==> src/rtl/acl_key_serializer_pkg.sv <==
// Shared types and helpers for the ACL lookup key serializer.
// Imported by the top and its saturating error counters.
package acl_key_serializer_pkg;

  localparam int ERR_CNT_W = 16;

  typedef enum logic [1:0] {
    ST_IDLE    = 2'd0,
    ST_COLLECT = 2'd1,
    ST_PAD     = 2'd2,
    ST_SKIP    = 2'd3
  } state_e;

  function automatic int clog2(input int v);
    int r;
    r = 0;
    while ((1 << r) < v) r++;
    return r;
  endfunction

  function automatic int key_bytes(
    input int key_w,
    input int beat_w
  );
    return key_w / beat_w;
  endfunction

endpackage

==> src/rtl/acl_key_serializer_sat_cnt16.sv <==
// 16-bit saturating event counter for the switch error registers.
// Clear wins over an increment in the same cycle.
module sat_cnt16
  import acl_key_serializer_pkg::*;
(
  input  logic                 i_clk,
  input  logic                 i_rst,
  input  logic                 i_clr,
  input  logic                 i_inc,
  output logic [ERR_CNT_W-1:0] o_cnt
);

  logic [ERR_CNT_W-1:0] r_cnt;

  always_ff @(posedge i_clk or negedge i_rst) begin
    if (!i_rst) begin
      r_cnt <= '0;
    end else if (i_clr) begin
      r_cnt <= '0;
    end else if (i_inc && (r_cnt != '1)) begin
      r_cnt <= r_cnt + 1'b1;
    end
  end

  assign o_cnt = r_cnt;

endmodule

==> src/rtl/acl_key_serializer.sv <==
// Turns the head of each MAC frame into a fixed-length byte-serial
// TCAM lookup key, with one lookup outstanding at a time.
module acl_key_serializer
  import acl_key_serializer_pkg::*;
#(
  parameter  int LOOK_UP_DATA_WIDTH  = 280,
  parameter  int PORT_MNG_DATA_WIDTH = 8,
  parameter  int TIMEOUT_CYC         = 64,
  localparam int KEY_BYTES           =
    key_bytes(LOOK_UP_DATA_WIDTH, PORT_MNG_DATA_WIDTH),
  localparam int CNT_W               = clog2(KEY_BYTES)
) (
  input  logic                           i_clk,
  input  logic                           i_rst,
  input  logic [PORT_MNG_DATA_WIDTH-1:0] i_mac_data,
  input  logic                           i_mac_data_vld,
  input  logic                           i_mac_data_last,
  output logic [PORT_MNG_DATA_WIDTH-1:0] o_look_up_data,
  output logic                           o_look_up_data_vld,
  output logic [CNT_W-1:0]               o_look_up_data_cnt,
  input  logic                           i_acl_vld,
  input  logic                           i_switch_err_cnt_clr,
  output logic                           o_key_pending,
  output logic [ERR_CNT_W-1:0]           o_drop_cnt,
  output logic [ERR_CNT_W-1:0]           o_timeout_cnt
);

  localparam int TO_W =
    (clog2(TIMEOUT_CYC) > 0) ? clog2(TIMEOUT_CYC) : 1;
  localparam logic [CNT_W-1:0] LAST_IDX =
    CNT_W'(KEY_BYTES - 1);
  localparam logic [TO_W-1:0] TO_LAST =
    TO_W'(TIMEOUT_CYC - 1);

  state_e                         r_state;
  logic [CNT_W-1:0]               r_cnt;
  logic [CNT_W-1:0]               r_out_cnt;
  logic [PORT_MNG_DATA_WIDTH-1:0] r_data;
  logic                           r_vld;
  logic                           r_pad_in;
  logic                           r_pending;
  logic [TO_W-1:0]                r_tmo;

  logic w_at_last;
  logic w_pad_in_nxt;
  logic w_drop;
  logic w_key_done;
  logic w_ack;
  logic w_tmo_hit;

  assign w_at_last = (r_cnt == LAST_IDX);

  // Whether a foreign frame is still mid-flight after this PAD cycle.
  assign w_pad_in_nxt = i_mac_data_vld ? !i_mac_data_last
                                       : r_pad_in;

  always_comb begin
    w_drop     = 1'b0;
    w_key_done = 1'b0;
    unique case (r_state)
      ST_IDLE: begin
        w_drop = i_mac_data_vld && r_pending;
      end
      ST_COLLECT: begin
        w_key_done = i_mac_data_vld && w_at_last;
      end
      ST_PAD: begin
        w_drop     = i_mac_data_vld && !r_pad_in;
        w_key_done = w_at_last;
      end
      default: begin
        w_drop     = 1'b0;
        w_key_done = 1'b0;
      end
    endcase
  end

  always_ff @(posedge i_clk or negedge i_rst) begin
    if (!i_rst) begin
      r_state   <= ST_IDLE;
      r_cnt     <= '0;
      r_out_cnt <= '0;
      r_data    <= '0;
      r_vld     <= 1'b0;
      r_pad_in  <= 1'b0;
    end else begin
      r_vld <= 1'b0;
      unique case (r_state)
        ST_IDLE: begin
          if (i_mac_data_vld) begin
            if (r_pending) begin
              r_state <= i_mac_data_last ? ST_IDLE
                                         : ST_SKIP;
            end else begin
              r_vld     <= 1'b1;
              r_data    <= i_mac_data;
              r_out_cnt <= '0;
              r_cnt     <= CNT_W'(1);
              r_state   <= i_mac_data_last ? ST_PAD
                                           : ST_COLLECT;
            end
          end
        end
        ST_COLLECT: begin
          if (i_mac_data_vld) begin
            r_vld     <= 1'b1;
            r_data    <= i_mac_data;
            r_out_cnt <= r_cnt;
            r_cnt     <= r_cnt + 1'b1;
            if (w_at_last) begin
              r_state <= i_mac_data_last ? ST_IDLE
                                         : ST_SKIP;
            end else if (i_mac_data_last) begin
              r_state <= ST_PAD;
            end
          end
        end
        ST_PAD: begin
          r_vld     <= 1'b1;
          r_data    <= '0;
          r_out_cnt <= r_cnt;
          r_cnt     <= r_cnt + 1'b1;
          r_pad_in  <= w_pad_in_nxt;
          if (w_at_last) begin
            r_state  <= w_pad_in_nxt ? ST_SKIP : ST_IDLE;
            r_pad_in <= 1'b0;
          end
        end
        default: begin
          if (i_mac_data_vld && i_mac_data_last) begin
            r_state <= ST_IDLE;
          end
        end
      endcase
    end
  end

  // A result strobe only counts while a key is outstanding.
  assign w_ack     = i_acl_vld && r_pending;
  assign w_tmo_hit = r_pending && !i_acl_vld &&
                     (r_tmo == TO_LAST);

  always_ff @(posedge i_clk or negedge i_rst) begin
    if (!i_rst) begin
      r_pending <= 1'b0;
      r_tmo     <= '0;
    end else if (w_key_done) begin
      r_pending <= 1'b1;
      r_tmo     <= '0;
    end else if (w_ack || w_tmo_hit) begin
      r_pending <= 1'b0;
      r_tmo     <= '0;
    end else if (r_pending) begin
      r_tmo <= r_tmo + 1'b1;
    end
  end

  sat_cnt16 u_drop_cnt (
    .i_clk (i_clk),
    .i_rst (i_rst),
    .i_clr (i_switch_err_cnt_clr),
    .i_inc (w_drop),
    .o_cnt (o_drop_cnt)
  );

  sat_cnt16 u_timeout_cnt (
    .i_clk (i_clk),
    .i_rst (i_rst),
    .i_clr (i_switch_err_cnt_clr),
    .i_inc (w_tmo_hit),
    .o_cnt (o_timeout_cnt)
  );

  assign o_look_up_data     = r_data;
  assign o_look_up_data_vld = r_vld;
  assign o_look_up_data_cnt = r_out_cnt;
  assign o_key_pending      = r_pending;

endmodule

==> config.mk <==
export PLATFORM = sky130hd
export DESIGN_NAME = acl_key_serializer
export DESIGN_NICKNAME = d
export VERILOG_FILES = /design/src/rtl/acl_key_serializer_pkg.sv /design/src/rtl/acl_key_serializer_sat_cnt16.sv /design/src/rtl/acl_key_serializer.sv
export SDC_FILE = /design/constraint.sdc
export NUM_CORES = 1
export LEC_CHECK = 0
export CAP_MARGIN = 20
export CORE_UTILIZATION = 50
export CTS_CLUSTER_DIAMETER = 50
export DETAILED_ROUTE_END_ITERATION = 7
export DONT_BUFFER_PORTS = 1
export PLACE_DENSITY_LB_ADDON = 0.12
export SLEW_MARGIN = 20
export SYNTH_ARGS = -nofsm -noshare
export SYNTH_HDL_FRONTEND = slang
export SYNTH_SLANG_ARGS = --single-unit
==> constraint.sdc <==
create_clock -name i_clk -period 2.4 [get_ports i_clk]
set_input_delay 0.48 -clock i_clk [delete_from_list [all_inputs] [get_ports i_clk]]
set_output_delay 0.48 -clock i_clk [all_outputs]
set_load 0.02 [all_outputs]
Word level (Yosys, flattened, before mapping)
Cells that the tools add are included.
W data, S select, Z words.
{"block": "classes", "add_sub_neg": 4, "n_eq_ne": 11, "mux": 40, "n_reduce_logical": 22}
{"op": "$mux W16", "count": 4}
{"op": "$mux W6", "count": 9}
{"op": "$pmux W6 S3", "count": 2}
{"op": "$add A16 B1 Y16 const B", "count": 2}
{"op": "$ne A16 B16 Y1 const B", "count": 2}
{"op": "$mux W8", "count": 3}
{"op": "$pmux W8 S3", "count": 1}
{"op": "$mux W2", "count": 10}
{"op": "$add A6 B1 Y6 const B", "count": 2}
{"op": "$eq A6 B6 Y1 const B", "count": 2}
{"op": "$logic_and A1 B1 Y1", "count": 9}
{"op": "$ne A2 B2 Y1 const B", "count": 4}
{"op": "$mux W1", "count": 7}
{"op": "$pmux W2 S3", "count": 1}
{"op": "$reduce_bool A2 Y1", "count": 3}
{"op": "$reduce_bool A3 Y1", "count": 2}
{"op": "$reduce_and A5 Y1", "count": 1}
{"op": "$pmux W1 S2", "count": 2}
{"op": "$reduce_and A4 Y1", "count": 1}
{"op": "$reduce_bool A4 Y1", "count": 1}
{"op": "$logic_not A1 Y1", "count": 3}
{"op": "$ne A3 B3 Y1 const B", "count": 1}
{"op": "$pmux W1 S3", "count": 1}
{"op": "$eq A2 B1 Y1 const B", "count": 1}
{"op": "other kinds (3)", "count": 3}
{"block": "totals", "register_bits": 63, "input_bits": 14, "elab_cells": 87}

Longest topological paths before layout
Gate-level depths: netlist (run 1).
{"block": "logic_depth", "ltp_word": 6, "ltp_mapped": 8, "ltp_nobuf": 6}

Cells and area by module
A second synthesis (run 1) with hierarchy kept.
{"block": "hier_totals", "hier_cells": 373, "hier_area_um2": 3537.1}
{"module": "sat_cnt16", "n_inst": 2, "cells_each": 98, "area_each_um2": 942.2, "seq_area_each_um2": 400.4}
{"module": "acl_key_serializer", "n_inst": 1, "cells_each": 177, "area_each_um2": 1652.8, "seq_area_each_um2": 775.7}

Worst setup path after synthesis (run 1)
Ideal clock, no wire load.
{"block": "synth_timing", "kind": "register to register", "startpoint": "register u_timeout_cnt.r_cnt[0], in the netlist u_timeout_cnt.o_cnt[0]", "endpoint": "register u_timeout_cnt.r_cnt[13], in the netlist u_timeout_cnt.o_cnt[13]", "t_arrival_ps": 1891, "required_time_ps": 2272, "path_slack_ps": 381, "stages_incl_launch_ff": 8, "n_path_buf": 2, "period_less_slack_ps": 2019, "cell_sequence": "dfrtp_1 -> ha_1 -> and4_4 -> and4b_1 -> buf_6 -> buf_6 -> nor4_2 -> mux2_1"}
{"block": "synth_between", "elab_chain_cells": 3, "elab_cells_between_ends": 6, "cone_classes": "add/sub: 1; eq/ne: 1; mux: 2; reduce/logical: 2"}
{"element": "from (decl)", "line": "acl_key_serializer_sat_cnt16.sv:13", "rtl": "logic [ERR_CNT_W-1:0] r_cnt;"}
{"element": "from (signal assigned)", "line": "acl_key_serializer_sat_cnt16.sv:21", "rtl": "r_cnt <= r_cnt + 1'b1;"}
{"element": "$add A16 B1 Y16 or $ne A16 B16 Y1 (tied branches)", "line": "acl_key_serializer_sat_cnt16.sv:21, acl_key_serializer_sat_cnt16.sv:20"}
{"element": "$mux W16 or $logic_and A1 B1 Y1 (tied branches)", "line": "acl_key_serializer_sat_cnt16.sv:20", "rtl": "end else if (i_inc && (r_cnt != '1)) begin"}
{"element": "$mux W16 or $reduce_bool A2 Y1 (tied branches)"}
Several ways; a longest one is shown, not always the timed one. The select of a mux whose other input is x is not followed.
A chain may end at the register's enable or synchronous reset.

Worst setup path after layout (run 1)
{"block": "layout_timing", "startpoint": "register r_state[0]", "endpoint": "register u_drop_cnt.r_cnt[11], in the netlist u_drop_cnt.o_cnt[11]"}
{"block": "layout_between", "elab_chain_cells": 4, "elab_cells_between_ends": 5, "cone_classes": "eq/ne: 1; mux: 1; reduce/logical: 3"}
{"element": "from (decl)", "line": "acl_key_serializer.sv:35", "rtl": "state_e r_state;"}
{"element": "from (signal assigned)", "line": "acl_key_serializer.sv:92", "rtl": "r_state <= i_mac_data_last ? ST_IDLE"}
{"element": "from (signal assigned)", "line": "acl_key_serializer.sv:99", "rtl": "r_state <= i_mac_data_last ? ST_PAD"}
{"element": "from (signal assigned)", "line": "acl_key_serializer.sv:111", "rtl": "r_state <= i_mac_data_last ? ST_IDLE"}
{"element": "$eq A2 B2 Y1 or $logic_not A2 Y1 (tied branches)", "line": "acl_key_serializer.sv:60", "rtl": "unique case (r_state)"}
{"element": "$pmux W1 S2 (*)", "line": "acl_key_serializer.sv:60"}
{"element": "$logic_and A1 B1 Y1 (*)", "line": "acl_key_serializer_sat_cnt16.sv:20"}
{"element": "$reduce_bool A2 Y1 (no line) (*)"}
{"element": "to (signal assigned)", "line": "acl_key_serializer_sat_cnt16.sv:21"}
{"element": "to (decl)", "line": "acl_key_serializer_sat_cnt16.sv:13"}
Every way passes the cells marked *; elsewhere a longest branch is shown, timed or not.

==> run summary, run 1 <==
The flow ran to the end, and the final reports show no timing, DRC or antenna violations. Summed over all layers, the global routing overflow is 0. The die is 87.4 µm wide. The number of cells produced by synthesis is 390, and the share of the synthesized area in the top cell type is 0.432. For the number of H-tree branching levels, the log shows 3.

At the pin with the least slew margin, the transition time is 628 ps. Counting along the longest clock path gives a buffer depth of 2. Clock tree synthesis selected as its root buffer the cell sky130_fd_sc_hd__clkbuf_8.

After filler insertion, the fill cell instance count of the layout stands at 634. The startpoint of the worst register-to-register path is r_state[0]$_DFFE_PN0P_. In the final routed layout, each cell accounts on average for 15.9 µm. IR analysis of the VDD net gives a maximum drop of 0.803 mV. Measured in cells, the most critical reg-to-reg path has a length of 6. The die boundary height is 87.4 µm, and the async set-reset flop share out of synthesis is 1.00.

The logs give 64 for the pin count of the biggest net entering global routing and 340 ps for the source-to-sink clock delay at the later pin of the worst-skew pair. The diode insertion count for antenna repair was 0; the number of synthesized flops with an enable pin was 0. The post-placement cell count came out at 477. The tools report the share of synthesized area occupied by flip-flops and latches as 0.432. For the number of warning messages in the yosys log, the log shows 0. The setup clock skew after layout is 10.1 ps. The prevailing post-synth register cell is sky130_fd_sc_hd__dfrtp_1. In the final layout, the multi-input gates occupy 0.00193 mm². The setup slack of the most critical reg-to-reg path was 290 ps. Routed wire length: 7.85 mm.

The setup TNS is 0 ps. Compared with the post-synthesis result, the final layout area differs by 8.23%. The detail route stage leaves a number of antenna-violating nets equal to 0. The top cell type by total area after synthesis is sky130_fd_sc_hd__dfrtp_1.

With fillers left out, the area of the finished cells amounts to 0.00395 mm². For the highest achievable clock rate, the log shows 475 MHz. Count of boundary I/O pins: 62. In this run the worst hold path is classified as input port to asynchronous set/reset pin. For this block, the initial DRC count from the detailed router was 173.

The first global-routing pass estimated 13.2 mm of wire. The max-slew violation total from the final report was 0; the synthesis-stage register bit count was 63. The placement-stage cell area is 0.00374 mm², and the shortest period the worst path allows is 2110 ps.

The tool flagged a number of max-cap violations equal to 0. The worst setup path is launched from a flip-flop. Using the TritonRoute via totals, the vias-per-cell ratio works out to 5.89. The reg-to-reg endpoint was u_drop_cnt.o_cnt[11]$_DFFE_PN0P_. After detailed routing, the number of remaining DRC violations is 0.

The worst hold-check slack is 16.2 ps, and the sum of net half-perimeters after detailed placement is 5.32 mm. The finished layout holds 493 standard cells, fillers aside. The share of post-route cells with drive strength above 1 was 0.111. Category of the most critical setup path: flip-flop to flip-flop.

The worst endpoint data arrival time was 2320 ps. Clock-pin slew was measured on the worst setup and hold paths at 70 ps. The critical path required time is 2610 ps.

For the starting density of the core, the log shows 0.528. The total clock buffers created by CTS is 9, and the global routing usage summed across all routing layers is 0.221. The via count of the first global-routing pass is 2758. The tools report the number of antenna violations at the first check in global routing as 0. In the post-synthesis netlist, the cell with the most instances is sky130_fd_sc_hd__dfrtp_1. The final layout contains 418 nets. A synthesized cell averages 9.35 µm².

Synthesis produced a netlist with a net count of 415. The design draws 3.26 mW. The number of failing hold endpoints at the final stage is 0. The die covers 0.00764 mm².

Registers take 0.00158 mm². Across all layers, the routed design uses 2904 vias. The fraction of the cycle the final worst path needs came out at 0.877.

The leakage component of the power was 1.70 nW; the area inside the core boundary was 0.00691 mm². The run gives 0.581 as the worst slew margin relative to its limit. TritonCTS built the clock tree. The initialized floorplan defines 30 standard-cell rows. The total of cells resized after clock tree synthesis was 0; the total setup buffers inserted after CTS was 0. Synthesis instantiated 57 different standard cells from the library. The biggest fanout along the worst timing path is 10. The number of detailed-route iterations in the first pass came out at 4. By area the synthesized netlist is led by sky130_fd_sc_hd__dfrtp_1 43%, sky130_fd_sc_hd__nand2_1 5.0%, sky130_fd_sc_hd__mux2_1 4.3%.

Power spread over the standard cell area amounts to 826 mW/mm². The global placement routability congestion was 0.833. The worst setup path is captured at a flip-flop.

Setup violations remaining at the end of the flow were counted as 0. The commonest cells after synthesis are 63 x sky130_fd_sc_hd__dfrtp_1, 49 x sky130_fd_sc_hd__nand2_1, 25 x sky130_fd_sc_hd__a21oi_1. Number of buffer cells added on primary ports: 0. The clock drives 63 sinks. Setup repair after global routing left no endpoint under its margin.

The total standard cell area after synthesis was 0.00365 mm².
## what timing repair did
item / 4_1_cts / 5_1_grt
hold buffers: 1 / 0
endpoints found under the hold margin: 63 / 0
setup endpoints to repair: 0 / 0
## how the worst max path moves through the flow
| stage | slack [ps] | cells after the start | to | from |
|---|---|---|---|---|
| floorplan | 380 | 7 | u_timeout_cnt.o_cnt[13]$_DFFE_PN0P_ | u_timeout_cnt.o_cnt[0]$_DFFE_PN0P_ |
| global placement | 380 | 6 | u_drop_cnt.o_cnt[13]$_DFFE_PN0P_ | r_state[0]$_DFFE_PN0P_ |
| detailed placement | 300 | 6 | u_drop_cnt.o_cnt[15]$_DFFE_PN0P_ | r_state[0]$_DFFE_PN0P_ |
| CTS | 290 | 6 | u_drop_cnt.o_cnt[11]$_DFFE_PN0P_ | r_state[0]$_DFFE_PN0P_ |
| global route | 160 | 6 | u_drop_cnt.o_cnt[13]$_DFFE_PN0P_ | r_state[0]$_DFFE_PN0P_ |
| finish | 290 | 6 | u_drop_cnt.o_cnt[11]$_DFFE_PN0P_ | r_state[0]$_DFFE_PN0P_ |
## cells in the final DEF (no fill, tap or decap), drive strengths merged, types with 12 or more instances in the layout
| master | n |
|---|---|
| dfrtp | 63 |
| nand2 | 50 |
| a21oi | 25 |
| nor2 | 24 |
| nand3 | 20 |
| nor2b | 19 |
| mux2 | 16 |
| o21ai | 15 |
| o31ai | 13 |
| inv | 12 |
## kinds of logic (layout without fill, tap and decap cells)
| group | after synthesis | after routing | share of synthesized area |
|---|---|---|---|
| adders and majority gates | 11 | 11 | 0.0377 |
| AOI/OAI and AO/OA | 80 | 80 | 0.142 |
| and+or+nand+nor | 188 | 188 | 0.296 |
| buffers and inverters | 31 | 38 | 0.0398 |
| muxes | 17 | 17 | 0.0521 |
| DFF | 63 | 63 | 0.432 |
## layer usage
metal	global-route usage	routed length, µm	vias to the layer above
met5	0	0	-
met4	0.0924	126	0
met3	0.0474	433	8
met2	0.364	3730	64
met1	0.282	3560	1391
li1	-	-	1441
## critical path, cell delays in order (launching register included)
cell and delay, ps:
sky130_fd_sc_hd__dfrtp_1 410, sky130_fd_sc_hd__inv_1 90, sky130_fd_sc_hd__ha_1 380, sky130_fd_sc_hd__and3b_1 270, sky130_fd_sc_hd__o211ai_2 170, sky130_fd_sc_hd__nor4_1 290, sky130_fd_sc_hd__mux2_1 360
## cell type report
cell class	instances	area share
Multi-Input combinational cell	296	0.488
Timing Repair Buffer	11	0.0260
Sequential cell	63	0.399
Tap cell	96	0.0304
Inverter	12	0.0114
Clock inverter	5	0.0127
Clock buffer	10	0.0323
## power breakdown
group / switching (mW) / leakage [nW] / total [mW] / internal [mW]
clock: 0.401 / 0.0957 / 0.868 / 0.467
combinational: 0.575 / 0.770 / 0.946 / 0.371
sequential: 0.238 / 0.836 / 1.45 / 1.21
## through the flow
step / setup WS (ps) / util
6_report: 295 / 0.572
5_1_grt: 161 / 0.572
4_1_cts: 291 / 0.572
3_5_place_dp: 303 / 0.542
3_3_place_gp: 377 / 0.542
2_1_floorplan: 381 / -
## registers in the layout (all words and copies together), names as in the netlist
| name | flops |
|---|---|
| o_key_pending | 1 |
| o_look_up_data | 8 |
| o_look_up_data_cnt | 6 |
| o_look_up_data_vld | 1 |
| r_cnt | 6 |
| r_pad_in | 1 |
| r_state | 2 |
| r_tmo | 6 |
| u_drop_cnt.o_cnt | 16 |
| u_timeout_cnt.o_cnt | 16 |
Power figures use the tool's default switching activity.
==> run 2: changes to the inputs <==
- CORE_MARGIN: not set -> 4
==> run 2 against run 1 <==
Compared with the run above:
- cell area is essentially flat
- global-route usage decreased by 2.7 points
- via count grew 0.72%
- routed wire length increased by 3.9%
- fmax about the same
- sequential power hardly changed
- sequential share of layout area barely moved
- clock skew is 2.7 ps lower
- largest cell class unchanged
- largest power group unchanged
==> run summary, run 2 (same netlist as run 1, synthesis figures left out) <==
Most common cell after layout, fill and taps aside: sky130_fd_sc_hd__dfrtp_1. The overflow left after global routing was 0; the number of nets at the end of the flow was 420. Number of cell instances on the worst register-to-register path: 4. The tools report the sort of element at the end of the critical path as a flip-flop.

The final routed DRC violation total was 0; the post-placement setup slack was 326 ps. The fraction of the cycle the final worst path needs was 0.878; the maximum count of clock buffers along a single path was 2. The tools report the worst supply voltage drop on vdd as 0.507 mV. The first global-routing pass estimated 13.6 mm of wire. In this run the worst hold path is classified as input port to asynchronous set/reset pin.

The logs give 0.569 for the utilization after layout and 2925 for the total via count after detailed routing. The starting density of the core came out at 0.525. The worst slew margin relative to its limit was 0.559. The logs give 0 for the max-slew violation total from the final report and 0.00694 mm² for the area inside the core boundary. In this run the remaining antenna-violating nets after routing total 0. The run gives 114 as the number of DRC violations after detailed-routing iteration 0. The tools report the number of failing hold endpoints at the final stage as 0. The tree built by TritonCTS fans out to 63 sinks. Using the TritonRoute via totals, the vias-per-cell ratio works out to 5.92. At the end of routability-driven placement, the weighted congestion stood at 0.790. The die covers 0.00872 mm². Entering global routing, the biggest net connects 64 pins. Wires add up to 8.16 mm. The global routing usage summed across all routing layers came out at 0.194. In this run the count of I/O pins placed on the die edge is 62.

The number of antenna diodes in the final layout is 0. The tools report the total setup buffers inserted after CTS as 0. The share of post-route cells with drive strength above 1 came out at 0.111. Setup violations remaining at the end of the flow were counted as 0. TritonCTS built the clock tree.

The pre-antenna-repair detailed-routing pass consisted of 4 iterations. Static timing analysis puts the maximum clock frequency at 475 MHz. The worst endpoint data arrival time was 2320 ps. Clock tree synthesis inserted a total of 9 buffers. The flow ran to the end, and the final reports show no timing, DRC or antenna violations. The die is 93.4 µm tall. For this design the ratio of total power to cell area is 815 mW/mm².

The cell sitting at the root of the clock tree is a sky130_fd_sc_hd__clkbuf_8. For the pin with the worst max-slew slack, the measured transition is 661 ps. The final routed wire length divided by cell count came out at 16.5 µm.

On the final layout, the worst clock skew is 7.44 ps. Of all nets on the critical path, the largest fanout is 19. The number of antenna violations at the first check in global routing is 0.

In this run the critical register-to-register path is launched from u_timeout_cnt.o_cnt[12]$_DFFE_PN0P_. In this run the static leakage power is 1.70 nW. The H-tree was split into 3 levels. The final worst setup slack is 294 ps, and the setup TNS is 0 ps. The library cells used most frequently in the layout, excluding fill and tap cells, are 63 x sky130_fd_sc_hd__dfrtp_1, 49 x sky130_fd_sc_hd__nand2_1, 25 x sky130_fd_sc_hd__a21oi_1.

After clock tree synthesis, the clock-pin slew on the worst setup and hold paths is 70 ps. Post-CTS repair changed the size of 0 cells. The via count of the first global-routing pass was 2776.

Compared with the post-synthesis result, the final layout area differs by 8.27%. Count of max-cap constraint violations: 0. The tools report the category of the worst setup path launch point as a flip-flop. The critical path is of the flip-flop to flip-flop type. Setup repair after global routing left no endpoint under its margin. In this run the register-to-register setup slack is 290 ps. Measured along the x axis, the die boundary spans 93.4 µm.

The clock reaches the later pin of the worst-skew pair after 330 ps. Reg-to-reg endpoint: u_timeout_cnt.o_cnt[7]$_DFFE_PN0P_. Row generation in the floorplan step produced 30 rows. The number of buffer cells added on primary ports was 0; the shortest period the worst path allows was 2110 ps.

The sum of net half-perimeters after detailed placement came out at 5.61 mm. The critical path required time is 2610 ps.
[run 2: final cells by class]
| type | instances | area (µm²) |
|---|---|---|
| clock buffers | 13 | 159 |
| clock inverters | 1 | 5.00 |
| fillers | 618 | 3000 |
| inverters | 12 | 45.0 |
| multi-input cells | 296 | 1930 |
| flip-flops and latches | 63 | 1580 |
| well taps | 96 | 120 |
| repair buffers | 13 | 118 |
[run 2: power by group]
| group | internal (mW) | total (mW) | leakage, nW | switching, mW |
|---|---|---|---|---|
| clock | 0.420 | 0.808 | 0.0854 | 0.389 |
| combinational | 0.384 | 0.957 | 0.780 | 0.573 |
| sequential | 1.21 | 1.45 | 0.836 | 0.243 |
[run 2: worst max-delay path: stages (launching register included)]
cell and delay [ps]:
sky130_fd_sc_hd__dfrtp_1 530, sky130_fd_sc_hd__nand4_1 220, sky130_fd_sc_hd__and4b_1 750, sky130_fd_sc_hd__nor4_1 150, sky130_fd_sc_hd__mux2_1 340
[run 2: layer usage]
| layer | global-route usage | part of all wire | vias to the layer above |
|---|---|---|---|
| met5 | 0 | 0 | - |
| met4 | 0.0757 | 0.0034 | 0 |
| met3 | 0.0426 | 0.065 | 2 |
| met2 | 0.305 | 0.47 | 81 |
| met1 | 0.261 | 0.46 | 1405 |
| li1 | - | - | 1437 |
[run 2: metrics by stage]
stage	instance area (µm²)	instances	power, mW	hold WS, ps
2_1_floorplan	3650	390	2.17	184
3_3_place_gp	3760	479	2.38	186
3_5_place_dp	3760	479	2.41	186
4_1_cts	3950	494	3.25	24.6
5_1_grt	3950	494	3.44	39.7
6_report	3950	494	3.22	19.7
[run 2: worst max-delay path by stage]
stage                                   startpoint                                   to  cells past startpoint
4_1_cts        u_timeout_cnt.o_cnt[12]$_DFFE_PN0P_   u_timeout_cnt.o_cnt[9]$_DFFE_PN0P_                      4
3_5_place_dp   u_timeout_cnt.o_cnt[12]$_DFFE_PN0P_   u_timeout_cnt.o_cnt[7]$_DFFE_PN0P_                      4
5_1_grt        u_timeout_cnt.o_cnt[12]$_DFFE_PN0P_   u_timeout_cnt.o_cnt[9]$_DFFE_PN0P_                      4
6_report       u_timeout_cnt.o_cnt[12]$_DFFE_PN0P_   u_timeout_cnt.o_cnt[7]$_DFFE_PN0P_                      4
3_3_place_gp   u_timeout_cnt.o_cnt[12]$_DFFE_PN0P_  u_timeout_cnt.o_cnt[11]$_DFFE_PN0P_                      4
2_1_floorplan   u_timeout_cnt.o_cnt[0]$_DFFE_PN0P_  u_timeout_cnt.o_cnt[13]$_DFFE_PN0P_                      7
[run 2: repair_timing]
action | CTS | global route
hold buffers | 1 | 0
hold endpoints to repair | 63 | 0
setup endpoints to repair | 0 | 0
==> run 3: changes to the inputs <==
- PLACE_DENSITY_LB_ADDON: 0.12 -> 0.25
==> run 3 against run 2 <==
Compared with the run above:
- critical path depth up 2
- global-route usage is 0.090 points lower
- clock skew grew 2.9 ps
- register-to-register slack about the same
- fmax grew 0.57%
- critical path type unchanged
- largest power group unchanged
==> run summary, run 3 (same netlist as run 1, synthesis figures left out) <==
After floorplanning, the core was divided into 30 placement rows. The critical path goes through inv_1 > ha_1 > and3b_1 > o211ai_2 > nor4_1 > mux2_1. Category of the worst setup path launch point: a flip-flop.

The total of cells resized after clock tree synthesis is 0, and the area of the die is 0.00872 mm². The transition time of the tightest slew-check pin is 603 ps. The post-detailed-route count of antenna-violating nets is 0. The tools report the highest achievable clock rate as 477 MHz. In this run the clock root is driven by a sky130_fd_sc_hd__clkbuf_8. The total via count after detailed routing is 3001, and the power consumption is 3.31 mW.

The logs give 3 for the number of H-tree branching levels and 0 for the final routed DRC violation total. The number of antenna violations at the first check in global routing is 0, and the x dimension of the die is 93.4 µm. The max-slew violation total from the final report came out at 0. The tools report the leakage component of the power as 1.72 nW. The shortest period the worst path allows is 2090 ps. Maximum count of clock buffers along a single path: 2. The flow ran to the end, and the final reports show no timing, DRC or antenna violations. Setup TNS: 0 ps. Fraction of the cycle the final worst path needs: 0.873. The cell with the biggest individual delay on the critical path was sky130_fd_sc_hd__dfrtp_1. Counting the buffers created by CTS gives 9.

The count of buffers added on input and output ports is 0. The run gives 607 as the fill cell instance count of the final layout. The starting density of the core is 0.525, and the global placement routability congestion is 0.765.

The worst setup path is of the flip-flop to flip-flop kind. The clock net in this run drives a total of 63 sinks. The tools report the number of failing hold endpoints at the final stage as 0.

The die boundary height was 93.4 µm. Setup repair after global routing left no endpoint under its margin. The first detailed-routing pass ran for 4 iterations. TritonCTS built the clock tree. Across the whole layout, storage elements account for 0.00158 mm².

For the worst slew margin relative to its limit, the log shows 0.597. Critical path required time: 2610 ps. Number of DRC violations after detailed-routing iteration 0: 108. The diode insertion count for antenna repair was 0. The library cell used most frequently in the layout, excluding fill and tap cells, is sky130_fd_sc_hd__dfrtp_1. The top cell types in the final layout, fill and taps aside, are 63 x sky130_fd_sc_hd__dfrtp_1, 49 x sky130_fd_sc_hd__nand2_1, 25 x sky130_fd_sc_hd__a21oi_1. STA classifies the critical path endpoint as a flip-flop.

The run gives 0 as the total setup buffers inserted after CTS. The share of post-route cells with drive strength above 1 is 0.115. Synthesis-to-layout area growth: 8.99%. In this design, the largest share of critical-path delay is due to simple AND/OR/NAND/NOR gates. The count of boundary I/O pins was 62. In the routed layout, each cell is associated on average with a via count of 6.05.

In the final layout, the multi-input gates occupy 0.00193 mm². After clock tree synthesis, the clock-pin slew on the worst setup and hold paths is 70 ps. The routed design has 7.93 mm of wire. The final routed wire length divided by cell count is 16.0 µm. The run gives 0.193 as the global routing usage summed across all routing layers. The source-to-sink clock delay at the later pin of the worst-skew pair was 340 ps. The largest stage delay on the critical path is 410 ps, and the placement-stage cell area is 0.00376 mm². For the setup clock skew after layout, the log shows 10.3 ps. The number of buffers and inverters on the critical path works out to 1.

Number of nets at the end of the flow: 420. The core region is 0.00694 mm². The worst endpoint data arrival time is 2310 ps. Entering global routing, the biggest net connects 64 pins. The first global-routing pass estimated 13.6 mm of wire. Power spread over the standard cell area amounts to 833 mW/mm². The type of the tightest min-delay check was input port to asynchronous set/reset pin. The hold buffer count at cts is 1. The count of max-cap constraint violations was 0; the worst supply voltage drop on vdd was 0.496 mV.

Setup violations remaining at the end of the flow were counted as 0. Detailed placement ended at an HPWL of 5.52 mm. Along the worst path, the maximum fanout reaches 10.

Via count of the first global-routing pass: 2840. Final instance area: 0.00398 mm². For this run the aggregate overflow at the end of global routing stands at 0.
## run 3: where the power goes
part | leakage, nW | internal (mW) | switching [mW]
registers | 0.836 | 1.21 | 0.245
logic | 0.780 | 0.388 | 0.565
clock network | 0.100 | 0.504 | 0.399
total | 1.72 | 2.10 | 1.21
## run 3: worst paths after layout
| path | startpoint | to | slack [ps] | depth (start not counted) |
|---|---|---|---|---|
| min | i_rst | u_timeout_cnt.o_cnt[15]$_DFFE_PN0P_ | 10 | 1 |
| min reg2reg | r_cnt[0]$_DFFE_PN0P_ | r_cnt[0]$_DFFE_PN0P_ | 530 | 1 |
| min in group i_clk | i_switch_err_cnt_clr | u_timeout_cnt.o_cnt[5]$_DFFE_PN0P_ | 200 | 1 |
| max reg2reg | r_state[1]$_DFFE_PN0P_ | u_drop_cnt.o_cnt[15]$_DFFE_PN0P_ | 310 | 6 |
| max | r_state[1]$_DFFE_PN0P_ | u_drop_cnt.o_cnt[15]$_DFFE_PN0P_ | 310 | 6 |
| max in group asynchronous | i_rst | o_look_up_data_cnt[2]$_DFFE_PN0P_ | 2130 | 1 |
## run 3: layout make-up
cell class                      count  area share
Sequential cell                    63       0.397
Inverter                           12      0.0113
Tap cell                           96      0.0302
Clock inverter                      4      0.0113
Multi-Input combinational cell    296       0.484
Clock buffer                       12      0.0365
Timing Repair Buffer               13      0.0296
## run 3: through the flow
| step | hold slack [ps] | util | setup slack [ps] | instances |
|---|---|---|---|---|
| floorplan | 184 | - | 381 | 390 |
| global placement | 186 | 0.541 | 384 | 479 |
| detailed placement | 186 | 0.541 | 322 | 479 |
| CTS | 16.3 | 0.572 | 317 | 496 |
| global route | 24.1 | 0.572 | 97.4 | 496 |
| finish | 11.3 | 0.572 | 305 | 496 |
## run 3: routing by layer
metal  vias up  global-route usage  share of wire  routed length (µm)
met1      1471               0.246           0.44                3460
met4         0              0.0623          0.011                  86
li1       1443                   -              -                   -
met2        81               0.310           0.48                3790
met3         6              0.0636          0.074                 589
met5         -                   0              0                   0
==> RTL change, RTL diff (settings of run 1) <==
Re-encode `state_e` (4 states) as Gray code, 2 bits wide.
--- a/src/rtl/acl_key_serializer_pkg.sv
+++ b/src/rtl/acl_key_serializer_pkg.sv
@@ -6,8 +6,8 @@
 
   typedef enum logic [1:0] {
-    ST_IDLE    = 2'd0,
-    ST_COLLECT = 2'd1,
-    ST_PAD     = 2'd2,
-    ST_SKIP    = 2'd3
+    ST_IDLE    = 2'b00,
+    ST_COLLECT = 2'b01,
+    ST_PAD     = 2'b11,
+    ST_SKIP    = 2'b10
   } state_e;
 
Function: same outputs for any inputs over 10 cycles, from zero or initial values and one cycle with i_rst low; not proved beyond that.
==> RTL change against run 1 <==
The run now ends with DRC left. Cell count shrank 8.7%. Global-route usage down 1.4 points. Cell area decreased by 3.4%. Area after synthesis is 7.0% lower. Total power grew 1.4%. Routed wire length fell by 13%. Sequential cell count is the same. Core utilization rose by 1.9 points. Setup slack improved by 0.047 ns. First-iteration DRC count shrank 57%. Critical endpoint is now u_drop_cnt.o_cnt[5].
==> RTL change: results (changes against run 1) <==
fill count=560 (-12%); DRC=5 (+5); share of layout cells above drive strength 1=13.4% (+2.3 points); failing checks=DRC; via count=2604 (-10%); outcome=finished with violations; multi-input logic area=1700 sq um (-12%); worst r2r src=u_drop_cnt.o_cnt[10]; Peak supply drop=0.552 mV (-31%); Reg2Reg Setup Slack=0.34 ns (+0.05 ns); Place WS=0.368 ns (+0.0654 ns); #MultiIn Comb=267 (-9.8%); WL per Instance=15.2 um (-4.6%); Post-Synth XOR/XNOR Area=8.78% (+8.8 points); Signal buf overhead=4.07% (+1.5 points); first-pass GRT wire length=11.7 mm (-11%); post-synthesis sequential area ratio=46.5% (+3.3 points); combinational logic power=0.711 mW (-25%); Max transition margin=53.6% (-4.5 points); nets@finish=391 (-6.5%); clock share of power=35.0% (+8.4 points); post-synthesis mux area share=1.85% (-3.4 points); Rows=29 (-3.3%); leak pwr=1.62 nW (-4.8%); fraction of area in registers=41.3% (+1.4 points); sw frac=33.6% (-3.6 points); critical path's largest stage delay=0.73 ns (+0.32 ns); critical path fanouts, max=7 (-3); Critical Path AT=2.29 ns (-0.03 ns); post-synthesis compound-gate area fraction=12.9% (-1.3 points); fmax=486 MHz (+2.3%)
RTL change: changes by cell type in the layout (fill, tap and decap cells not counted), moves of 6 or more:
| cell | change |
|---|---|
| o21ai_0 | +8 |
| o31ai_1 | -10 |
| a31oi_1 | -6 |
| buf_4 | +7 |
| a21oi_1 | -19 |
| or4_1 | -10 |
| xnor2_1 | +29 |
| nor2b_1 | -13 |
| nor2_1 | +20 |
| mux2_1 | -14 |
| nand3b_1 | -10 |
RTL change: path summary, 6_finish.rpt:
check / endpoint / depth (start not counted)
max in group asynchronous: o_key_pending / 1
min in group i_clk: u_drop_cnt.o_cnt[13] / 1
max reg2reg: u_drop_cnt.o_cnt[5] / 5
min reg2reg: r_pad_in / 1
min: u_timeout_cnt.o_cnt[10] / 1
max: u_drop_cnt.o_cnt[5] / 5
RTL change: layer usage:
layer | track usage (%) | share of wire, %
met4 | 7.40 | 1.4
met1 | 26.3 | 45
met3 | 7.18 | 5.4
met2 | 33.4 | 48
met5 | 0 | 0
